**config.mk**
```make
export PLATFORM = sky130hd
export DESIGN_NAME = alarm_siren_controller
export DESIGN_NICKNAME = d
export VERILOG_FILES = /design/src/rtl/alarm_siren_controller.sv
export SDC_FILE = /design/constraint.sdc
export NUM_CORES = 1
export LEC_CHECK = 0
export CAP_MARGIN = 40
export CORE_ASPECT_RATIO = 0.7
export CORE_UTILIZATION = 43
export DETAILED_ROUTE_END_ITERATION = 7
export SETUP_SLACK_MARGIN = 0.1
export SKIP_LAST_GASP = 1
export SLEW_MARGIN = 10
export SYNTH_ARGS = -nofsm -noshare
export SYNTH_HDL_FRONTEND = slang
export SYNTH_SLANG_ARGS = --single-unit
```
**constraint.sdc**
```tcl
create_clock -name clock -period 2.3 [get_ports clock]
set_input_delay 0.23 -clock clock [delete_from_list [all_inputs] [get_ports clock]]
set_output_delay 0.23 -clock clock [all_outputs]
set_load 0.005 [all_outputs]
```
**src/rtl/alarm_siren_controller.sv**
```systemverilog
// Vehicle-alarm FSM: arm delay, entry countdown and siren duration,
// with a 2 Hz strobe. Optional macro: ARM_ON_IGNITION_OFF_EN.
module alarm_siren_controller #(
  parameter int unsigned CLK_HZ    = 50_000_000,
  parameter int unsigned T_ARM_S   = 6,
  parameter int unsigned T_DELAY_S = 8,
  parameter int unsigned T_ALARM_S = 10
) (
  input  logic       clock,
  input  logic       reset,
  input  logic       arm,
  input  logic       disarm,
  input  logic       door_open,
  input  logic       ignition,
  output logic       enable_siren,
  output logic       two_hz_enable,
  output logic       status_led,
  output logic [2:0] state
);

  localparam logic [2:0] S_DISARMED  = 3'd0;
  localparam logic [2:0] S_ARMING    = 3'd1;
  localparam logic [2:0] S_ARMED     = 3'd2;
  localparam logic [2:0] S_TRIGGERED = 3'd3;
  localparam logic [2:0] S_ALARM     = 3'd4;

  localparam int unsigned HALF = CLK_HZ / 2;
  localparam int unsigned DW   = (HALF > 1) ? $clog2(HALF) : 1;

  localparam int unsigned MAXT_A =
    (T_ARM_S > T_DELAY_S) ? T_ARM_S : T_DELAY_S;
  localparam int unsigned MAXT =
    (MAXT_A > T_ALARM_S) ? MAXT_A : T_ALARM_S;
  localparam int unsigned MAX_CYC = MAXT * CLK_HZ;
  localparam int unsigned TW = $clog2(MAX_CYC);

  localparam logic [DW-1:0] DIV_LAST = DW'(HALF - 1);
  localparam logic [TW-1:0] LD_ARM   = TW'(T_ARM_S * CLK_HZ - 1);
  localparam logic [TW-1:0] LD_DLY   = TW'(T_DELAY_S * CLK_HZ - 1);
  localparam logic [TW-1:0] LD_ALM   = TW'(T_ALARM_S * CLK_HZ - 1);

  logic [DW-1:0] div_q, div_d;
  logic [TW-1:0] tmr_q, tmr_d;
  logic [2:0]    st_q, st_d;
  logic          led_q, led_d;
  logic          hz_q;
  logic          siren_q;
  logic          arm_ev;
  logic          expired;

`ifdef ARM_ON_IGNITION_OFF_EN
  logic ign_q;

  // Previous ignition level for falling-edge arming
  always_ff @(posedge clock) begin
    if (reset) ign_q <= 1'b0;
    else       ign_q <= ignition;
  end

  assign arm_ev = arm | (ign_q & ~ignition);
`else
  assign arm_ev = arm;
`endif

  assign expired = (tmr_q == '0);

  // Free-running half-second divider
  always_comb begin
    div_d = (div_q == DIV_LAST) ? '0 : div_q + DW'(1);
  end

  // Next state, timer and LED
  always_comb begin
    st_d  = st_q;
    tmr_d = expired ? '0 : tmr_q - TW'(1);
    led_d = led_q;
    if (disarm) begin
      st_d = S_DISARMED;
    end else begin
      unique case (st_q)
        S_DISARMED: begin
          if (arm_ev && !door_open) begin
            st_d  = S_ARMING;
            tmr_d = LD_ARM;
          end
        end
        S_ARMING: begin
          if (door_open)    tmr_d = LD_ARM;
          else if (expired) st_d  = S_ARMED;
        end
        S_ARMED: begin
          if (door_open || ignition) begin
            st_d  = S_TRIGGERED;
            tmr_d = LD_DLY;
          end
        end
        S_TRIGGERED: begin
          if (expired) begin
            st_d  = S_ALARM;
            tmr_d = LD_ALM;
          end
        end
        S_ALARM: begin
          if (expired) begin
            if (!door_open && !ignition) st_d  = S_ARMED;
            else                         tmr_d = LD_ALM;
          end
        end
        default: st_d = S_DISARMED;
      endcase
    end
    if (st_d == S_ARMED) begin
      if (st_q != S_ARMED) led_d = 1'b0;
      else if (hz_q)       led_d = ~led_q;
    end else begin
      led_d = (st_d != S_DISARMED);
    end
  end

  // State, timer and registered outputs
  always_ff @(posedge clock) begin
    if (reset) begin
      div_q   <= '0;
      tmr_q   <= '0;
      st_q    <= S_DISARMED;
      led_q   <= 1'b0;
      hz_q    <= 1'b0;
      siren_q <= 1'b0;
    end else begin
      div_q   <= div_d;
      tmr_q   <= tmr_d;
      st_q    <= st_d;
      led_q   <= led_d;
      hz_q    <= (div_q == DIV_LAST);
      siren_q <= (st_d == S_ALARM);
    end
  end

  assign state         = st_q;
  assign enable_siren  = siren_q;
  assign two_hz_enable = hz_q;
  assign status_led    = led_q;

endmodule

```
# --- After elaboration in Yosys (flattened, before gate mapping) ---
# Index checks and enable logic that the tools add are counted.
word_totals:
  latch_bits: 0
  wordCells: 48
  reg_bits: 60
  ramBits: 0
  out_inout_bits: 6
  n_memories: 0
  inputBits: 6
  romBits: 0
op_classes:
  shift: 0
  add_sub_neg: 2
  multipliers: 0
  bitwise_logic: 1
  muxes: 21
  div_mod_pow: 0
  eq_ne: 9
  reduce_logical: 9
  n_lt_le_gt_ge: 0
ops:
  columns: ["op", "count"]
  rows:
  - ["two-way mux 29 bit", 8]
  - ["one-hot mux 29 bit (5 select lines)", 1]
  - ["logical NOT 29 bit", 1]
  - ["subtractor 29 x 1 -> 29 bit (second input constant)", 1]
  - ["adder 25 x 1 -> 25 bit (second input constant)", 1]
  - ["== test 25 bit (second input constant)", 1]
  - ["two-way mux 3 bit", 8]
  - ["one-hot mux 3 bit (5 select lines)", 1]
  - ["== test 3 x 2 -> 1 bit (second input constant)", 3]
  - ["== test 3 bit (second input constant)", 2]
  - ["inequality test 3 x 2 -> 1 bit (second input constant)", 2]
  - ["== test 3 x 1 -> 1 bit (second input constant)", 1]
  - ["logical NOT 3 bit", 1]
  - ["two-way mux 1 bit", 3]
  - ["nonzero test 3 bit", 1]
  - ["logical AND 1 bit", 2]
  - ["logical NOT 1 bit", 2]
  - ["OR reduction 2 bit", 1]
  - ["logical OR 1 bit", 1]
  - ["NOT 1 bit", 1]

# --- Longest topological paths before layout ---
depth:
  word_depth: 8
  ltp_mapped: 9
  depth_no_buf: 7

# --- Worst setup path after synthesis ---
# No wires, ideal clock.
synth_path:
  path_type: "register to register"
  start: "register tmr_q[25]"
  end: "register st_q[1] (netlist: state[1])"
  path_stages_with_launch: 6
  setup_slack_ps: 183
  period_less_slack_ps: 2117
  arrival_time_ps: 2047
  path_cell_list: "dfxtp_1 > or4_4 > nand2b_4 > or4_1 > or4_1 > a21oi_1"
synth_between:
  elab_chain_cells: 5
  elab_cells_between_ends: 7
  cone_classes: "mux (6); reduce/logical (1)"
synth_rtl:
  columns: ["item", "line_no", "rtl"]
  rows:
  - ["start: declaration", "43", "logic [TW-1:0] tmr_q, tmr_d;"]
  - ["start signal: assignment", "131", "tmr_q <= tmr_d;"]
  - ["logical NOT 29 bit *", "65", "assign expired = (tmr_q == '0);"]
  - ["two-way mux 3 bit", "89", "else if (expired) st_d = S_ARMED;"]
  - ["two-way mux 3 bit", "88", "if (door_open) tmr_d = LD_ARM;"]
  - ["one-hot mux 3 bit (5 select lines) *", "80", "unique case (st_q)"]
  - ["two-way mux 3 bit *", "77", "if (disarm) begin"]
  - ["end signal: assignment", "132", "st_q <= st_d;"]
  - ["end: declaration", "44", "logic [2:0] st_q, st_d;"]
# Mark *: on every way between the ends. The rest lies on a longest branch, timed or not.
# A chain may end at the register's enable or synchronous reset.

# --- Worst setup path in the final report ---
layout_path:
  start: "register tmr_q[22]"
  end: "register st_q[1] (netlist: state[1])"
# The elaborated chain is that of the path after synthesis.

==> results.yml <==
outcome:
  status: "finished, final reports clean"
finish:
  stdcell_area_um2: 3680
  diodes: 0
  stdcell_count: 486
  n_fill_cell: 671
  nets: 395
  regArea_um2: 1200
  area_growth_syn_to_layout_pct: 21.9
  drive_above_1_share: 0.168
  multi_input_area_um2: 1770
clock_network:
  cts_root_buf: "clkbuf_8"
  cts_tree: "yes"
  cts.sinks: 60
  numCtsBuffers: 9
  clk_latency_ps: 340
  postCtsHoldBufs: 0
  cts_buffer_depth: 2
  path_clk_slew_ps: 70
  htree_num_levels: 3
grt:
  grt_max_degree: 26
  grt-ovfl-total: 0
  grt_pass1_wl_um: 11400
  antenna_found_initial: 0
  grtUsageTotal: 0.203
  grt_pass1_vias: 2359
timing:
  rsz0062_at_grt: "true"
  tightest_slew_ps: 651
  finalHoldViolCount: 0
  fmax_ghz: 0.464
  setup_viol: 0
  slew_headroom: 0.563
  fin_crit_ps: 2160
  slew_viol_final: 0
  final.setup_skew_ps: 9.77
  fin_crit_sh: 0.937
setup_path:
  r2r_start: "tmr_q[22]$_SDFF_PP0_"
  r2r_setup_slack_ps: 140
  cp-start-kind: "flip-flop"
  endpoint_kind: "flip-flop"
  max_stage_delay_ps: 550
  critPathBufInv: 0
  worstPathArrival_ps: 2430
  path_max_fanout: 4
  worstPathCellList: "or4_4 > nand2b_4 > or4_4 > or4_1 > a21oi_1"
  cpMostUsedCell: "or4_4"
  crit_family: "simple AND/OR/NAND/NOR gates"
  critPathKind: "reg2reg"
  reg2reg_depth: 5
  worstPathRequired_ps: 2580
  cp_slowest_cell: "or4_4"
  r2r_end: "state[1]$_SDFF_PP0_"
worst_hold_path:
  min_path_type: "reg2reg"
  whs_endpoint: "div_q[0]$_SDFF_PP0_"
  hold_depth: 1
  min-delay-start: "div_q[0]$_SDFF_PP0_"
drt:
  firstDrtPassIters: 4
  wl_um: 6910
  drc_errors: 0
  vias: 2578
  detail-route-antenna-nets: 0
  vias_per_cell: 5.30
  wl_per_cell_um: 14.2
  drt_iter0_markers: 154
yosys:
  synth_nets: 363
  avgSynthCellArea_um2: 8.50
  synthCells: 355
  yosysWarningCount: 0
  netlist_top_cells_area: "dfxtp_1, xnor2_1, nor2_1"
  synth.largest_area_cell: "dfxtp_1"
  synth_edf_count: 0
  synth_top_area_share: 0.398
  synth_async_sr_flop_share: 0
  yosysUniqueCellTypes: 53
  synth_seq_cells: 60
  synth-seq-area-share: 0.398
  netlist_area_um2: 3020
  ys.flop_type: "dfxtp_1"
place:
  port_buffers: 11
  dp_hpwl_um: 4830
  gp_congestion: 0.838
  dp_cells: 467
  placed_cell_area_um2: 3360
power_and_ir_drop:
  peakVddDrop_mv: 0.637
  p_leak_uw: 0.00134
  powerDensity_nw_per_um2: 1090
floorplanning:
  row_count: 25
  start_util: 0.447
  dieHeight_um: 72.1
  dieArea_um2: 7360
  core_um2: 6760
  die_w_um: 102
  io-pin-count: 12
run:
  maxCapViolCount: 0
## metal layers
| layer | vias up | global-route usage | share of wire |
|---|---|---|---|
| met2 | 46 | 0.271 | 0.39 |
| li1 | 1327 | - | - |
| met4 | 0 | 0.0587 | 0.0090 |
| met3 | 5 | 0.0607 | 0.048 |
| met5 | - | 0 | 0 |
| met1 | 1200 | 0.310 | 0.56 |
## flip-flops by register name (all words and copies together), names as in the netlist
| name | count |
|---|---|
| status_led | 1 |
| tmr_q | 29 |
| enable_siren | 1 |
| state | 3 |
| div_q | 25 |
| two_hz_enable | 1 |
## cell usage after synthesis (3+ instances only)
cell,number
a211oi_1,3
a21o_1,3
a21oi_1,18
and3_1,9
clkbuf_1,16
dfxtp_1,60
inv_1,5
nand2_1,20
nand2b_1,3
nand3_1,13
nand4_1,12
nor2_1,49
nor2b_1,4
nor3_1,16
nor4_1,13
o21ai_0,4
o21ai_1,6
o22ai_1,4
o32ai_1,3
or2_2,3
or3_1,5
or3b_1,3
xnor2_1,26
xor2_1,19
## area by class of cell
class / instances / share of cell area
clock inverters: 7 / 0.0337
flip-flops and latches: 60 / 0.327
inverters: 5 / 0.00510
clock buffers: 9 / 0.0337
repair buffers: 39 / 0.0881
well taps: 94 / 0.0320
multi-input cells: 272 / 0.480
## worst max-delay path by stage
stage	startpoint	endpoint	cells past startpoint
floorplan	tmr_q[25]$_SDFF_PP0_	state[1]$_SDFF_PP0_	5
global placement	tmr_q[25]$_SDFF_PP0_	state[1]$_SDFF_PP0_	5
detailed placement	tmr_q[25]$_SDFF_PP0_	tmr_q[23]$_SDFF_PP0_	6
CTS	tmr_q[22]$_SDFF_PP0_	tmr_q[23]$_SDFF_PP0_	6
global route	tmr_q[22]$_SDFF_PP0_	status_led$_SDFFE_PP0P_	6
finish	tmr_q[22]$_SDFF_PP0_	state[1]$_SDFF_PP0_	5
## stage by stage
stage	hold WS [ps]	util	worst slack, ps	TNS, ps	total power, µW
after floorplan	411	-	183	0	2290
after global placement	466	0.498	59.9	0	2760
after detailed placement	467	0.498	-9.43	-14.2	2750
after CTS	486	0.537	127	0	3970
after global routing	526	0.545	96.1	0	4250
final	485	0.545	144	0	3990
## report_power, final
part / switching [µW] / internal (µW) / leakage [µW]
combinational: 732 / 718 / 0.000733
sequential: 175 / 1190 / 0.000489
clock: 450 / 726 / 0.000120
total: 1360 / 2640 / 0.00134
## cell families (layout without fill, tap and decap cells)
kind of cell             Yosys count  count (layout)  synth area share
AO/OA/AOI/OAI                     54              54             0.117
XOR/XNOR                          45              45             0.131
adder cells (fa/ha/maj)            2               2           0.00829
buffers and inverters             23              60            0.0294
flip-flops                        60              60             0.398
multiplexers                       2               2           0.00705
AND/OR/NAND/NOR                  169             169             0.310
## repair_timing
action                                  in CTS  in global routing
endpoints found under the setup margin       9                 15
setup buffers                                1                  2
pin swaps                                    5                  1
resized for setup                            4                  8
## cell usage in the layout (no fill, tap or decap), types with 3 or more instances in the layout
master / count
a21o_1: 3
o22ai_1: 4
or3_1: 5
o32ai_1: 3
clkdlybuf4s50_1: 11
nand3_1: 13
bufinv_16: 3
a21oi_1: 18
or3b_1: 3
nand2_1: 20
xor2_1: 19
clkbuf_8: 9
buf_4: 27
and3_1: 9
nor4_1: 13
inv_1: 5
o21ai_1: 5
nor3_1: 15
dfxtp_1: 58
o21ai_0: 4
nor2b_1: 4
nand2b_1: 3
nand4_1: 12
xnor2_1: 26
or2_2: 3
nor2_1: 48
No activity file was read; power rests on OpenSTA's default activity.
